[config.mk]
export PLATFORM = sky130hd
export DESIGN_NAME = pc_sequencer
export DESIGN_NICKNAME = d
export VERILOG_FILES = /design/src/rtl/pc_sequencer.sv
export SDC_FILE = /design/constraint.sdc
export NUM_CORES = 1
export LEC_CHECK = 0
export BUFFER_PORTS_ARGS = -buffer_cell sky130_fd_sc_hd__buf_2
export CAP_MARGIN = 5
export CORE_ASPECT_RATIO = 0.8
export CORE_MARGIN = 2
export CORE_UTILIZATION = 32
export DETAILED_ROUTE_END_ITERATION = 6
export GPL_TIMING_DRIVEN = 0
export HOLD_SLACK_MARGIN = 0.08
export PLACE_DENSITY = 0.52
export SYNTH_ARGS = -nofsm -noshare
export SYNTH_HDL_FRONTEND = slang
export SYNTH_SLANG_ARGS = --single-unit
export TNS_END_PERCENT = 10
[constraint.sdc]
create_clock -name clk -period 3.3 [get_ports clk]
set_input_delay 0.66 -clock clk [delete_from_list [all_inputs] [get_ports clk]]
set_output_delay 0.66 -clock clk [all_outputs]
set_load 0.01 [all_outputs]
[src/rtl/pc_sequencer.sv]
// pc_sequencer: owns the architectural PC and EPC, selects the next-PC source
// each cycle (sequential, redirect, exception vector, RTI return or hold),
// inserts a one-cycle fetch-flush bubble on control transfers and stops on HALT.
// Optional build macro: NESTED_EXC_GUARD_EN. When it is defined, an exception
// raised inside a handler halts the machine with a sticky err instead of
// overwriting epc.
module pc_sequencer #(
  parameter logic [15:0] RESET_PC   = 16'h0000,
  parameter logic [15:0] EXC_VECTOR = 16'h0002
) (
  input  logic        clk,
  input  logic        rst_n,
  input  logic        stall,
  input  logic        redirect,
  input  logic [15:0] target,
  input  logic        siic,
  input  logic        rti,
  input  logic        halt,
  output logic [15:0] pc,
  output logic [15:0] pc_plus2,
  output logic [15:0] epc,
  output logic        flush,
  output logic        in_exc,
  output logic        halted,
  output logic        err
);

  typedef enum logic [1:0] {
    ST_RUN,
    ST_FLUSH,
    ST_HALT
  } state_t;

  state_t      state, state_next;
  logic [15:0] pc_next, epc_next;
  logic        in_exc_next, err_next;

  // Sequential successor; the 16-bit result wraps FFFE -> 0000 on its own.
  assign pc_plus2 = pc + 16'd2;
  assign flush    = (state == ST_FLUSH);
  assign halted   = (state == ST_HALT);

  // State, PC and exception registers.
  // NOTE: non-blocking assignments so every register samples pre-edge values.
  always_ff @(posedge clk or negedge rst_n) begin
    if (!rst_n) begin
      state  <= ST_RUN;
      pc     <= RESET_PC;
      epc    <= 16'h0000;
      in_exc <= 1'b0;
      err    <= 1'b0;
    end else begin
      state  <= state_next;
      pc     <= pc_next;
      epc    <= epc_next;
      in_exc <= in_exc_next;
      err    <= err_next;
    end
  end

  // Next-state and next-PC selection with fixed event priority in RUN.
  always_comb begin
    // NOTE: every target gets a hold default first, so no path infers a latch.
    state_next  = state;
    pc_next     = pc;
    epc_next    = epc;
    in_exc_next = in_exc;
    err_next    = err;

    unique case (state)
      ST_RUN: begin
        if (halt) begin
          state_next = ST_HALT;
        end else if (siic) begin
`ifdef NESTED_EXC_GUARD_EN
          if (in_exc) begin
            // Nested exception: keep the original return address and stop.
            err_next   = 1'b1;
            state_next = ST_HALT;
          end else begin
            epc_next    = pc_plus2;
            pc_next     = EXC_VECTOR;
            in_exc_next = 1'b1;
            state_next  = ST_FLUSH;
          end
`else
          epc_next    = pc_plus2;
          pc_next     = EXC_VECTOR;
          in_exc_next = 1'b1;
          state_next  = ST_FLUSH;
`endif
        end else if (rti) begin
          pc_next     = epc;
          in_exc_next = 1'b0;
          state_next  = ST_FLUSH;
        end else if (redirect) begin
          pc_next    = target;
          state_next = ST_FLUSH;
        end else if (!stall) begin
          pc_next = pc_plus2;
        end
      end

      // One bubble cycle: pc holds on the new target; only halt is honoured
      // because the other requests come from the squashed instruction.
      ST_FLUSH: begin
        state_next = halt ? ST_HALT : ST_RUN;
      end

      // Terminal until reset: everything frozen.
      ST_HALT: begin
        state_next = ST_HALT;
      end

      default: begin
        state_next = ST_RUN;
      end
    endcase
  end

endmodule

==> results.py <==
metrics = {
    "pwr": {
        "p_leak_nw": 1.289,
        "ir_drop_uv": 272.5,
        "powerDensity_nw_per_um2": 838.0,
    },
    "logic_synthesis": {
        "synth_area_um2": 2072,
        "synth_warnings": 0,
        "syn_inst": 234,
        "syn_nets": 258,
        "ys_ff_latch": 35,
        "synth_cell_types": 44,
        "synth-async-reset-ratio_pct": 100.0,
        "ys.flop_type": "dfrtp_1",
        "ys_seq_area_share_pct": 42.27,
        "syn_area_per_cell_um2": 8.855,
        "synth_edf_count": 0,
    },
    "clocking": {
        "tritoncts": "done",
        "cts.sinks": 35,
        "ctsResizeCount": 0,
        "ctsHoldBuffers": 0,
        "cts_setup_buffers": 0,
        "cts-root-buf": "clkbuf_8",
        "path_clk_slew_ps": 70,
        "clock_latency_ps": 290,
        "cts_buffer_depth": 2,
        "numCtsBuffers": 5,
        "htreeDepth": 2,
    },
    "finish": {
        "fill_cells": 682,
        "n_antenna_cell": 0,
        "seq_area_um2": 875.8,
        "flow.area_growth_from_synthesis_pct": 27.54,
        "fin_util_pct": 41.87,
        "nets": 338,
        "multiInputGateArea_um2": 1055,
        "final_layout_size_suffix_gt1_share_pct": 32.06,
    },
    "min_path": {
        "hold_class": "input pin to asynchronous set/reset pin",
    },
    "floorplan": {
        "initial_core_util_pct": 32.83,
        "die-height_um": 75.97,
        "io_pins": 75,
        "core_um2": 6311,
        "dieArea_um2": 7139,
        "rows": 26,
        "die_w_um": 93.97,
    },
    "placed_design": {
        "hpwlAfterDp_um": 4734,
        "portBuffers": 73,
        "place_ws_ps": 823.7,
        "place.gp.congestion": 0.8233,
    },
    "sta": {
        "final.min_clock_period_ps": 2759,
        "finalSetupViolCount": 0,
        "finalSetupTns_ps": 0,
        "fin_crit_sh_pct": 83.60,
        "fmax_mhz": 362.5,
        "relSlewSlack_pct": 43.80,
        "hold_viol": 0,
        "slew_viol_final": 0,
        "skew_ps": 4.031,
        "grt_setup_unrepaired": "no",
        "tightest_slew_ps": 836.6,
        "fin_ws_ps": 541.2,
    },
    "global_route": {
        "grt_pass1_wl_um": 10600,
        "gr-total-overflow": 0,
        "grt_pass1_vias": 1969,
        "grt_start_max_net_pins": 36,
        "gr-usage-all-layers_pct": 19.19,
        "antenna_found_initial": 0,
    },
    "worst_setup_path": {
        "worstPathMaxFanout": 8,
        "worstSetupPathType": "flop to primary output",
        "critPathRequiredTime_ps": 2640,
        "worst-path-buf-inv": 3,
        "cpMaxStageDelayCell": "nor4_1",
        "crit_arrival_ps": 2100,
        "critPathLaunchType": "flop",
        "cpPeakStageDelay_ps": 480,
        "cp_top_family": "simple AND/OR/NAND/NOR gates",
        "crit_chain": "clkbuf_2 -> nand4_1 -> nor4_1 -> xnor2_1 -> inv_1 -> buf_2",
        "end_kind": "primary output",
    },
    "detailed_routing": {
        "drc": 0,
        "antenna_left": 0,
        "drtPass1Iterations": 4,
        "drtIter0Drc": 112,
        "routed_wl_um": 6644,
        "dr_total_vias": 2042,
        "viasPerCell": 5.118,
        "drt-wirelength-per-cell_um": 16.65,
    },
    "flow_run": {
        "maxCapViolations": 0,
    },
    "outcome": {
        "status": "completed",
    },
}
==> flip-flops by register name, summed over array words and instances (netlist names) <==
name and count:
epc 16, pc 16, state 2, in_exc 1
==> final cells by class <==
class | count | share of cell area (%)
plain buffers | 15 | 2.936
clock buffers | 8 | 3.788
inverters | 17 | 2.415
multi-input cells | 167 | 39.91
flip-flops and latches | 35 | 33.14
well taps | 84 | 3.977
repair buffers | 73 | 13.83
==> synth_stat cells, types with 4 or more instances <==
| library cell | instances | area share (%) |
|---|---|---|
| dfrtp_1 | 35 | 42 |
| nand3b_1 | 4 | 1.4 |
| nor3_1 | 8 | 1.9 |
| a21oi_1 | 22 | 5.3 |
| buf_2 | 4 | 0.97 |
| buf_4 | 4 | 1.4 |
| o21ai_0 | 9 | 2.2 |
| nand3_1 | 8 | 1.9 |
| clkbuf_1 | 6 | 1.1 |
| inv_1 | 16 | 2.9 |
| nor2_1 | 18 | 3.3 |
| o31ai_1 | 7 | 2.5 |
| nand2_1 | 16 | 2.9 |
| xor2_1 | 4 | 1.7 |
| o211ai_1 | 5 | 1.8 |
| a22o_1 | 4 | 1.7 |
| mux2i_1 | 5 | 2.4 |
| xnor2_1 | 5 | 2.1 |
| nor4b_1 | 4 | 1.7 |
| nand4_1 | 7 | 2.1 |
| mux2_2 | 7 | 3.8 |
==> power breakdown <==
part | leakage, nW | switching [mW] | internal [mW]
sequential | 0.440 | 0.210 | 0.616
combinational | 0.798 | 0.574 | 0.463
clock | 0.0515 | 0.162 | 0.191
total | 1.29 | 0.945 | 1.27
==> cells in the final DEF, fill, tap and decap left out, drive strengths merged, types with 2 or more instances in the layout <==
cell type	Yosys	layout
buf	8	81
dfrtp	35	35
a21oi	22	22
nor2	18	18
nand2	17	17
inv	16	16
clkbuf	7	15
o21ai	9	9
nand3	8	8
nor3	8	8
nand4	7	7
o31ai	7	7
mux2	7	7
xnor2	5	5
o211ai	5	5
mux2i	5	5
xor2	4	4
nand3b	4	4
nor4b	4	4
a22o	4	4
or3	3	3
or2	3	3
nand2b	3	3
a21o	3	3
and2	2	2
and4	2	2
nor4	2	2
o21a	2	2
o22ai	2	2
==> metrics by stage <==
step	power [mW]	hold slack, ps	std cells	instance area, um2
after floorplan	1.423	364.4	234	2072
after global placement	1.863	466.7	391	2542
after detailed placement	1.876	470.7	391	2542
after CTS	2.233	486.5	399	2643
after global routing	2.392	527.0	399	2643
final	2.214	452.0	399	2643
==> cell families after synthesis <==
group	count (synthesis)	share of synthesized area, %
xor gates and xnor gates	9	3.804
DFF	35	42.27
buffers and inverters	32	6.823
other	1	0.1810
adders and majority gates	1	0.6038
AOI/OAI and AO/OA	60	18.78
muxes	12	6.220
and+or+nand+nor	84	21.32
==> path summary, 6_finish.rpt <==
kind                                       from                   end  slack [ps]  depth (start not counted)
setup / recovery              pc[3]$_DFFE_PN0P_          pc_plus2[14]         540                          6
hold / removal                            rst_n    epc[6]$_DFFE_PN0P_         450                          1
setup reg to reg           state[1]$_DFFE_PN0P_   epc[12]$_DFFE_PN0P_        1220                          5
hold reg to reg              in_exc$_DFFE_PN0P_    in_exc$_DFFE_PN0P_         490                          1
max in group asynchronous                 rst_n  state[1]$_DFFE_PN0P_        2320                          1
min in group clk             in_exc$_DFFE_PN0P_    in_exc$_DFFE_PN0P_         490                          1
==> routing by layer <==
layer,vias up,track usage [%],share of wire (%)
li1,990,-,-
met1,977,28.65,47
met2,68,28.29,44
met3,7,4.253,8.1
met4,0,4.493,0.86
met5,-,0,0
Note: power is estimated with default switching activity, not from simulation.
